File: config.mk
export PLATFORM = sky130hd
export DESIGN_NAME = ds_operand_stage
export DESIGN_NICKNAME = d
export VERILOG_FILES = /design/src/rtl/ds_operand_stage.sv
export SDC_FILE = /design/constraint.sdc
export NUM_CORES = 1
export LEC_CHECK = 0
export BUFFER_PORTS_ARGS = -buffer_cell sky130_fd_sc_hd__buf_2
export CORE_AREA = 3 3 163 165
export CTS_BUF_LIST = sky130_fd_sc_hd__clkbuf_4
export DETAILED_ROUTE_END_ITERATION = 16
export DIE_AREA = 0 0 166 168
export GPL_ROUTABILITY_DRIVEN = 0
export HOLD_SLACK_MARGIN = 0.06
export SLEW_MARGIN = 0
export SYNTH_ARGS = -nofsm -noshare
export SYNTH_HDL_FRONTEND = slang
export SYNTH_SLANG_ARGS = --single-unit
File: constraint.sdc
create_clock -name clk -period 12.52 [get_ports clk]
set_input_delay 1.252 -clock clk [delete_from_list [all_inputs] [get_ports clk]]
set_output_delay 1.252 -clock clk [all_outputs]
set_load 0.03 [all_outputs]
File: src/rtl/ds_operand_stage.sv
// ds_operand_stage
//   Single-entry operand-resolve stage. Holds one decoded instruction,
//   drives its source addresses to the register file and resolves each
//   operand from the bypass network (channel 0 = youngest, highest priority)
//   or from the register file. Stalls while a selected producer is not ready.
//
// Ports
//   clk, reset                 clock, synchronous active-high reset
//   in_valid/in_allowin        upstream handshake
//   in_payload, in_rs1/2(_en)  decoded instruction and source fields
//   rf_raddr1/2, rf_rdata1/2   register-file read port (combinational data)
//   byp_valid/ready/addr/data  bypass channels, packed NUM_BYP wide
//   flush                      kill the held instruction
//   out_valid/out_allowin      downstream handshake
//   out_payload, out_op1/2     held payload and resolved operands
//   stall_clr, stall_cnt       stall-cycle counter
//
// Configuration
//   DS_STALL_CNT_EN  defined: saturating stall counter present.
//                    undefined: stall_cnt is constant 0.
module ds_operand_stage #(
  parameter int unsigned DATA_W    = 32,
  parameter int unsigned RADDR_W   = 5,
  parameter int unsigned NUM_BYP   = 3,
  parameter int unsigned PAYLOAD_W = 64,
  parameter int unsigned CNT_W     = 16
) (
  input  logic                         clk,
  input  logic                         reset,
  input  logic                         in_valid,
  output logic                         in_allowin,
  input  logic [PAYLOAD_W-1:0]         in_payload,
  input  logic [RADDR_W-1:0]           in_rs1,
  input  logic [RADDR_W-1:0]           in_rs2,
  input  logic                         in_rs1_en,
  input  logic                         in_rs2_en,
  output logic [RADDR_W-1:0]           rf_raddr1,
  output logic [RADDR_W-1:0]           rf_raddr2,
  input  logic [DATA_W-1:0]            rf_rdata1,
  input  logic [DATA_W-1:0]            rf_rdata2,
  input  logic [NUM_BYP-1:0]           byp_valid,
  input  logic [NUM_BYP-1:0]           byp_ready,
  input  logic [NUM_BYP*RADDR_W-1:0]   byp_addr,
  input  logic [NUM_BYP*DATA_W-1:0]    byp_data,
  input  logic                         flush,
  output logic                         out_valid,
  input  logic                         out_allowin,
  output logic [PAYLOAD_W-1:0]         out_payload,
  output logic [DATA_W-1:0]            out_op1,
  output logic [DATA_W-1:0]            out_op2,
  input  logic                         stall_clr,
  output logic [CNT_W-1:0]             stall_cnt
);

  logic                 ds_valid_q, ds_valid_d;
  logic [PAYLOAD_W-1:0] payload_q;
  logic [RADDR_W-1:0]   rs1_q, rs2_q;
  logic                 rs1_en_q, rs2_en_q;
  logic                 ds_go;
  logic                 stall1, stall2;
  logic                 load;

  // Returns {stall, operand}. The first matching channel wins even if it is
  // not ready, so an older ready producer never masks a younger pending one.
  function automatic logic [DATA_W:0] resolve(
    input logic                       en,
    input logic [RADDR_W-1:0]         rs,
    input logic [DATA_W-1:0]          rf,
    input logic [NUM_BYP-1:0]         bv,
    input logic [NUM_BYP-1:0]         br,
    input logic [NUM_BYP*RADDR_W-1:0] ba,
    input logic [NUM_BYP*DATA_W-1:0]  bd
  );
    logic             found;
    logic [DATA_W:0]  r;
    found = 1'b0;
    r     = {1'b0, rf};
    if (!en || rs == '0) begin
      r = '0;
    end else begin
      for (int unsigned i = 0; i < NUM_BYP; i++) begin
        if (!found && bv[i] && ba[i*RADDR_W +: RADDR_W] == rs) begin
          found = 1'b1;
          r     = {~br[i], bd[i*DATA_W +: DATA_W]};
        end
      end
    end
    return r;
  endfunction

  always_comb begin
    {stall1, out_op1} = resolve(rs1_en_q, rs1_q, rf_rdata1,
                                byp_valid, byp_ready, byp_addr, byp_data);
    {stall2, out_op2} = resolve(rs2_en_q, rs2_q, rf_rdata2,
                                byp_valid, byp_ready, byp_addr, byp_data);
    ds_go      = !(stall1 || stall2);
    in_allowin = !ds_valid_q || (ds_go && out_allowin);
    out_valid  = ds_valid_q && ds_go;
    load       = in_valid && in_allowin && !flush;
    ds_valid_d = ds_valid_q;
    if (flush)           ds_valid_d = 1'b0;
    else if (in_allowin) ds_valid_d = in_valid;
  end

  always_ff @(posedge clk) begin
    if (reset) ds_valid_q <= 1'b0;
    else       ds_valid_q <= ds_valid_d;
  end

  always_ff @(posedge clk) begin
    if (load) begin
      payload_q <= in_payload;
      rs1_q     <= in_rs1;
      rs2_q     <= in_rs2;
      rs1_en_q  <= in_rs1_en;
      rs2_en_q  <= in_rs2_en;
    end
  end

  assign rf_raddr1   = rs1_q;
  assign rf_raddr2   = rs2_q;
  assign out_payload = payload_q;

`ifdef DS_STALL_CNT_EN
  logic [CNT_W-1:0] stall_cnt_q, stall_cnt_d;

  always_comb begin
    stall_cnt_d = stall_cnt_q;
    if (stall_clr)
      stall_cnt_d = '0;
    else if (ds_valid_q && !ds_go && stall_cnt_q != '1)
      stall_cnt_d = stall_cnt_q + 1'b1;
  end

  always_ff @(posedge clk) begin
    if (reset) stall_cnt_q <= '0;
    else       stall_cnt_q <= stall_cnt_d;
  end

  assign stall_cnt = stall_cnt_q;
`else
  logic unused_stall_clr;
  assign unused_stall_clr = stall_clr;
  assign stall_cnt        = '0;
`endif

endmodule

==> metrics, run 1 <==
outcome=finished clean; area grow syn2layout=49.6%; CP Launch Type=input pin; pin count of the biggest net entering global routing=77; CP Capture Type=output port; Remaining DRCs=0; final instance area=approximately 7400 µm²; initial DRC count=between 200 and 250; vias=5,287; clock skew=24.9 ps; Setup CP Type=in2out; Worst Tran Pin Value=a little under 1000 ps; H-tree Lvls=3; leading post-synthesis cells by cell area=edfxtp_1 46%, mux2i_1 13%, a22o_1 11%, o21ai_0 6.6%, nand2_1 5.2%; Die H=between 150 and 200 µm; Sequential Area=~2300 µm²; vias in the first global route=5,274; share of cells above drive strength 1=0.510; WL per Instance=18.6 µm; area taken by multi-input logic gates=2440 µm²; Rel. slew slack=0.358; Sink Count=between 70 and 80; post-synth top area share=0.461; Starting Density=0.197; row count=just under 60; Final Max Slew Viols=0; Synth Flop Type=edfxtp_1; Worst-Skew Late Latency=430 ps; Post-synth ARST share=0; hold_buf cts=0; CP Max Fanout=66; Port Buffer Count=401; crit-path max cell delay=about 490 ps; Post-synth top cells=76 x edfxtp_1, 68 x nand2_1, 65 x o21ai_0; grt total ovfl=0; IO Pins=between 400 and 500; Post-CTS Setup Inserts=0; CTS tree=built; Synth Instances=between 400 and 500; cell area power density=86.6 nW/µm²; vias per inst=between 4 and 5; top-count cell post-synth=edfxtp_1; cell family with most CP delay=buffers and inverters; CP arrival=about 3600 ps; DRT Pass-1 Iters=5; RSZ-0062 raised after global routing=false; CP bufs+invs=4; CTS root buffer=clkbuf_4; Max clock buf depth=2; core region area=between 20,000 and 30,000 µm²; CTS buffer count=9; Synth Register Bits=between 70 and 80; Total Routed Length=roughly 22 mm; max-cap violation count=0; Peak supply drop=~0.11 mV; Avg Inst Size Synth=around 11 µm²; Cell Area, Synth=between 4000 and 5000 µm²; endpoints failing setup=0; sequential fraction of the synthesis area=0.465; number of synthesized flops with an enable pin=76; nets=roughly 1,100; first-pass GRT wire length=31.9 mm; CP Cell Sequence=buf_2 -> xnor2_1 -> nand3_1 -> nor2_4 -> buf_4 -> nand3b_1 -> nor2b_2 -> buf_4 -> a22o_1 -> buf_2; Post-DP Area=roughly 7200 µm²; critical path's slowest cell=buf_4; Tmin final=4820 ps; cell taking the most area after synthesis=edfxtp_1; Setup TNS Final=0 ps; period utilization=0.385; initial antenna violation count=12; Peak Freq=between 200 and 250 MHz; Hold Vio Cnt, Final=0; die area=27,900 µm²; worst hold-check path type=in2reg; # resized after CTS=0; Horiz. Die Dim=about 170 µm; Static Leak=3.49 nW; Netlist cell types=36; synth warn=0; fillers=about 2,700; CTS clock-pin slew for the worst setup and hold paths=160 ps; DPL Wire Length=approximately 18 mm; Critical Path RT=between 10,000 and 15,000 ps; total global-route track usage=0.147; antenna viol nets, final=0
==> power by group <==
group / switching (W) / internal [W] / leakage [nW] / total, W
Combinational: 0.000117 / 0.0000703 / 2.70 / 0.000187
Clock: 0.000104 / 0.0000480 / 0.0757 / 0.000152
Sequential: 0.00000521 / 0.000297 / 0.719 / 0.000302
==> through the flow <==
stage | hold slack, ps | total power [W] | worst slack [ps] | utilization | instances
3_5_place_dp | 1320 | 0.000497 | 7630 | 0.288 | 1171
5_1_grt | 938 | 0.000671 | 7460 | 0.294 | 1190
3_3_place_gp | 1320 | 0.000495 | 7630 | 0.288 | 1171
2_1_floorplan | 826 | 0.000416 | 6190 | - | 481
6_report | 978 | 0.000641 | 7700 | 0.294 | 1193
4_1_cts | 941 | 0.000648 | 7620 | 0.293 | 1187
==> layout make-up <==
cell class / count / share of cell area
clock buffers: 9 / 0.00913
repair buffers: 410 / 0.280
inverters: 4 / 0.00203
multi-input cells: 350 / 0.330
clock inverters: 7 / 0.0101
well taps: 330 / 0.0558
diodes: 6 / 0.00203
flip-flops and latches: 77 / 0.311
==> cell families after synthesis <==
| logic type | count (synthesis) | share of synthesized area |
|---|---|---|
| compound gates | 140 | 0.198 |
| xor+xnor | 30 | 0.0531 |
| buf+inv | 54 | 0.0602 |
| flops | 77 | 0.465 |
| mux | 64 | 0.129 |
| other cells | 1 | 0.000758 |
| simple gates | 100 | 0.0928 |
==> metal layers <==
layer / wire length [µm] / up-vias / GRT usage
met3: 2340 / 47 / 0.0521
met1: 8000 / 2408 / 0.159
met2: 11000 / 318 / 0.256
met4: 888 / 6 / 0.0698
met5: 36 / - / 0.0139
li1: - / 2508 / -
==> final timing paths <==
check | from | endpoint | slack, ps | depth (start not counted)
min | in_payload[55] | out_payload[55] | 980 | 1
max reg2reg | rf_raddr1[1] | out_payload[37] | 8810 | 6
max | byp_addr[4] | out_op1[31] | 7700 | 10
min reg2reg | ds_valid_q | ds_valid_q | 1200 | 2
==> placed cells by master (no fill, tap or decap), types with 9 or more instances in the layout <==
master,synthesis,routed
nand2_1,68,68
xor2_1,12,12
o21ai_0,65,65
mux2i_1,64,64
conb_1,1,16
a22o_1,64,64
xnor2_1,18,18
clkbuf_4,0,9
buf_4,19,9
edfxtp_1,76,76
buf_2,19,401
==> sequential cells by signal (all words and copies together), names as in the netlist <==
signal,flops
out_payload,64
ds_valid_q,1
rs1_en_q,1
rf_raddr2,5
rs2_en_q,1
rf_raddr1,5
(Power assumes the default switching activity.)
==> run 2, diff against run 1 <==
- clock period: 12.52 -> 4.5 ns (I/O delays scaled with it)
==> run 2 against run 1 <==
Against the previous run:
- design area is 0.73% higher
- sequential share of layout area is 0.22 points lower
- clock skew is 1.3 ps higher
- critical endpoint is now out_op1[1]
- utilization is 0.21 points higher
==> metrics, run 2 (synthesized netlist as in run 1, its figures left out) <==
RSZ-0062 raised after global routing=false; initial antenna violation count=4 (-8); CP Cell Sequence=xnor2_1 -> nand3_1 -> nor2_4 -> nand3b_1 -> nor2b_4 -> a22o_1 -> buf_2; endpoints failing setup=0 (unchanged); Tmin final=about 3900 ps; Setup TNS Final=0 ps (unchanged); Final Max Slew Viols=0 (unchanged); Remaining DRCs=0 (unchanged); Post-CTS Setup Inserts=0 (unchanged); Net Switching=0.000616 W (+170%); Peak Freq=258 MHz; cell area power density=251 nW/µm² (+190%); Sink Count=77 (unchanged); CP Capture Type=output port; Worst-Skew Late Latency=420 ps (about the same); outcome=finished clean; # resized after CTS=0 (unchanged); clock skew=26.2 ps (+1.29 ps); Static Leak=3.52 nW (+0.84%); Die H=168 µm (unchanged); IO Pins=419 (unchanged); sequential fraction of design power=0.449 (-0.022); pin count of the biggest net entering global routing=68 (-12%); fillers=2,733 (+1.4%); commonest non-fill, non-tap cell in the layout=buf_2; Critical Path RT=4050 ps (-7220 ps); worst hold-check path type=in2reg; vias in the first global route=5,309 (+0.66%); vias=5,292 (+0.095%); row count=58 (unchanged); CP Max Fanout=32 (-52%); CP arrival=3430 ps (-140 ps); RR Startpoint=rf_raddr1[1]; H-tree Lvls=3 (unchanged); Peak supply drop=0.284 mV (+160%); Max clock buf depth=2 (unchanged); WL per Instance=19.1 µm (+2.6%); Net Sw Frac=0.328 (-0.0245); Largest register FFs=64 (unchanged); critical path's slowest cell=nor2b_4; Hold Vio Cnt, Final=0 (unchanged); period utilization=0.862; vias per inst=4.45 (+0.43%); commonest non-fill, non-tap cells in the layout=401 x buf_2, 76 x edfxtp_1, 68 x nand2_1; Setup CP Type=reg2out; hold_buf cts=0 (unchanged); DRT Pass-1 Iters=4 (-1); DPL Wire Length=18.4 mm (+1.6%); CTS tree=built; core region area=25,200 µm² (unchanged); worst hold start=reset; crit-path max cell delay=800 ps (+310 ps); Starting Density=0.197 (unchanged); area grow syn2layout=50.7%; grt total ovfl=0 (unchanged); antenna viol nets, final=0 (unchanged); Worst Tran Pin Value=969 ps (+5.48 ps); Port Buffer Count=401 (unchanged); Clk pwr share=0.270 (+0.033); Critical Path Source=rf_raddr1[1]; CTS clock-pin slew for the worst setup and hold paths=150 ps (about the same); total global-route track usage=0.154 (+0.00648); CP Launch Type=flip-flop; Rel. slew slack=0.353 (-0.00519); final core utilization=0.296 (+0.00214); CTS root buffer=clkbuf_4; Horiz. Die Dim=166 µm (unchanged); die area=27,900 µm² (unchanged); nets=1,114 (-0.090%); Comb power frac=0.280 (-0.012); initial DRC count=244 (+5.6%); Int Power=0.00126 W (+200%); first-pass GRT wire length=33.1 mm (+3.9%); Total Routed Length=22.7 mm (+2.2%); max-cap violation count=0 (unchanged); CTS buffer count=9 (unchanged); share of cells above drive strength 1=0.509 (-0.000573)
-- run 2: worst paths after layout --
path                          end  slack, ps  cells past startpoint
setup reg to reg  out_payload[59]       1400                      6
hold / removal         ds_valid_q        170                      2
setup / recovery       out_op1[1]        620                      7
hold reg to reg        ds_valid_q        770                      2
-- run 2: worst max-delay path: cells and delay by family (launching register included) --
kind                      cells  cell delay, ps
AOI/OAI and AO/OA             1             320
and+or+nand+nor               4            1640
DFF                           1             570
buffers and inverters         1             230
xor gates and xnor gates      1             220
-- run 2: power groups by stage --
| stage | registers [W] | logic, W | clock network [W] |
|---|---|---|---|
| final | 0.000842 | 0.000526 | 0.000506 |
| after detailed placement | 0.000859 | 0.000528 | 0 |
| after global placement | 0.000859 | 0.000524 | 0 |
| after global routing | 0.000846 | 0.000565 | 0.000551 |
| after CTS | 0.000843 | 0.000529 | 0.000530 |
| after floorplan | 0.000914 | 0.000243 | 0 |
-- run 2: final cells by class --
type,count,area [µm²],area share
tap,330,413,0.0554
timing repair buffer,409,2080,0.279
multi-input combinational,350,2470,0.331
antenna,3,7.51,0.00101
inverter,4,15.0,0.00201
sequential,77,2300,0.309
clock buffer,9,67.6,0.00906
clock inverter,7,105,0.0141
-- run 2: per-layer routing --
| metal | vias up | part of all wire | global-route usage |
|---|---|---|---|
| met5 | - | 0.00088 | 0 |
| met4 | 2 | 0.014 | 0.0354 |
| met3 | 18 | 0.083 | 0.0411 |
| met2 | 315 | 0.55 | 0.300 |
| met1 | 2448 | 0.35 | 0.164 |
| li1 | 2509 | - | - |
-- run 2: through the flow --
step	power, W	worst slack [ps]	hold slack, ps	std cells	cell area (µm²)
CTS	0.00190	555	126	1186	7450
detailed placement	0.00139	1050	623	1170	7280
floorplan	0.00116	4.04	523	481	5020
global route	0.00196	381	129	1188	7450
global placement	0.00138	1030	624	1170	7280
finish	0.00187	620	168	1189	7460
==> run 3, diff against run 2 <==
- CELL_PAD_IN_SITES_DETAIL_PLACEMENT: unset -> 1
- CELL_PAD_IN_SITES_GLOBAL_PLACEMENT: unset -> 2
- PLACE_DENSITY_LB_ADDON: unset -> 0.1
==> run 3 against run 2 <==
Against the previous run:
- worst setup slack better by 120 ps
- combinational power about the same
- maximum frequency up 3.3%
- critical path type unchanged
- critical endpoint is now out_op1[9]
==> metrics, run 3 (synthesized netlist as in run 1, its figures left out) <==
Horiz. Die Dim=166 µm (unchanged); antenna viol nets, final=0 (unchanged); nets=1,116 (+0.18%); Hold Vio Cnt, Final=0 (unchanged); non-filler cells, final=1,194 (+0.42%); max-cap violation count=0 (unchanged); core region area=25,200 µm² (unchanged); Setup CP Type=reg2out; H-tree Lvls=3 (unchanged); Global Route met2 Usage=0.323 (+0.0223); # resized after CTS=0 (unchanged); Final Max Slew Viols=0 (unchanged); CTS buffer count=9 (unchanged); hold_ws=163 ps (-4.76 ps); placed insts=1,172 (+0.17%); RSZ-0062 raised after global routing=false; Sink Count=77 (unchanged); Worst-Skew Late Latency=430 ps (about the same); vias per inst=4.50 (+1.2%); area taken by multi-input logic gates=2470 µm² (unchanged); Die H=168 µm (unchanged); Post-CTS Setup Inserts=0 (unchanged); Setup TNS Final=0 ps (unchanged); outcome=finished clean; WL per Instance=21.2 µm (+11%); total global-route track usage=0.172 (+0.0185); Max clock buf depth=2 (unchanged); Starting Density=0.197 (unchanged); initial antenna violation count=9 (+5); initial DRC count=159 (-35%); commonest non-fill, non-tap cells in the layout=401 x buf_2, 76 x edfxtp_1, 68 x nand2_1; Tmin final=3760 ps (-123 ps); CTS root buffer=clkbuf_4; Worst Tran Pin Value=1050 ps (+83.0 ps); CP Capture Type=output port; endpoints failing setup=0 (unchanged); Largest register FFs=64 (unchanged); CTS clock-pin slew for the worst setup and hold paths=150 ps (about the same); clock skew=29.8 ps (+3.59 ps); Rel. slew slack=0.297 (-0.0555); CTS tree=built; vias=5,377 (+1.6%); DPL Wire Length=19.9 mm (+8.1%); area grow syn2layout=50.2%; CP Launch Type=flip-flop; Static Leak=3.50 nW (-0.59%); row count=58 (unchanged); die area=27,900 µm² (unchanged); pin count of the biggest net entering global routing=77 (+13%); Worst R2R Path Depth=6 (unchanged); DRT Pass-1 Iters=4 (unchanged); Critical Path RT=4050 ps (about the same); worst hold start=reset; period utilization=0.835 (-0.0274); worst r2r dst=rf_raddr1[4]; grt total ovfl=0 (unchanged); CP arrival=3310 ps (-120 ps); met3 Usage GRT=0.0603 (+0.0193); GR Layer Usage met1=0.190 (+0.0256); Hold Path End=ds_valid_q; Peak Freq=266 MHz (+3.3%); commonest non-fill, non-tap cell in the layout=buf_2; worst hold-check path type=in2reg; Peak supply drop=0.216 mV (-24%); Port Buffer Count=401 (unchanged); Total Routed Length=25.3 mm (+11%); first-pass GRT wire length=37.6 mm (+14%); layer with the highest usage=met2; cell area power density=238 nW/µm² (-5.3%); flop-to-flop setup slack=1340 ps (-60 ps); RR Startpoint=rf_raddr1[2]; CP Max Fanout=17 (-47%); fillers=3,030 (+11%); share of cells above drive strength 1=0.509 (about the same); WHS Path Cells=2 (unchanged); vias in the first global route=6,002 (+13%); hold_buf cts=0 (unchanged); Remaining DRCs=0 (unchanged); Sequential Area=2300 µm² (unchanged); IO Pins=419 (unchanged); Power Total=0.00177 W (-5.6%)
-- run 3: cell count changes in the layout (fill, tap and decap cells not counted) --
| cell | change |
|---|---|
| buf_4 | +2 |
| bufinv_16 | -2 |
| clkinv_1 | +1 |
| clkinv_2 | -1 |
| clkinv_4 | +1 |
| clkinvlp_4 | +2 |
| diode_2 | +3 |
| inv_6 | -1 |
-- run 3: critical path, stage by stage (launching register included) --
cell      delay (ps)
edfxtp_1         550
xor2_1           200
nor3_2           270
nand3_2          640
buf_4            510
mux2i_1          170
o21ai_0          190
a22o_1           150
buf_2            190
-- run 3: final cells by class --
class                      count  area share
sequential                    77       0.310
antenna                        6     0.00202
multi-input combinational    350       0.332
tap                          330      0.0556
inverter                       4     0.00202
clock buffer                   9     0.00909
clock inverter                 7     0.00791
timing repair buffer         411       0.282
-- run 3: worst max path at each step --
stage / endpoint / from / slack [ps] / depth (start not counted)
global placement: out_op1[9] / byp_addr[5] / 1120 / 9
floorplan: out_payload[0] / rf_raddr2[3] / 4 / 6
finish: out_op1[9] / rf_raddr1[0] / 740 / 8
CTS: out_op1[5] / rf_raddr1[0] / 600 / 8
global route: out_op1[5] / rf_raddr1[4] / 450 / 8
detailed placement: out_op1[5] / rf_raddr1[4] / 1100 / 8
-- run 3: metrics by stage --
stage	utilization	setup slack (ps)	area [µm²]
2_1_floorplan	-	4.04	5020
3_3_place_gp	0.290	1120	7290
3_5_place_dp	0.290	1100	7290
4_1_cts	0.295	603	7420
5_1_grt	0.295	447	7430
6_report	0.295	743	7430
-- run 3: per-layer routing --
| layer | vias to the layer above | routed length [µm] | share of wire |
|---|---|---|---|
| met5 | - | 63 | 0.0025 |
| met4 | 8 | 285 | 0.011 |
| met3 | 23 | 2160 | 0.085 |
| met2 | 261 | 13200 | 0.52 |
| met1 | 2571 | 9620 | 0.38 |
| li1 | 2514 | - | - |
-- run 3: where the power goes --
part	switching [W]	leakage, nW	internal (W)
clock	0.000278	0.0641	0.000122
combinational	0.000330	2.72	0.000198
sequential	0.0000156	0.719	0.000825
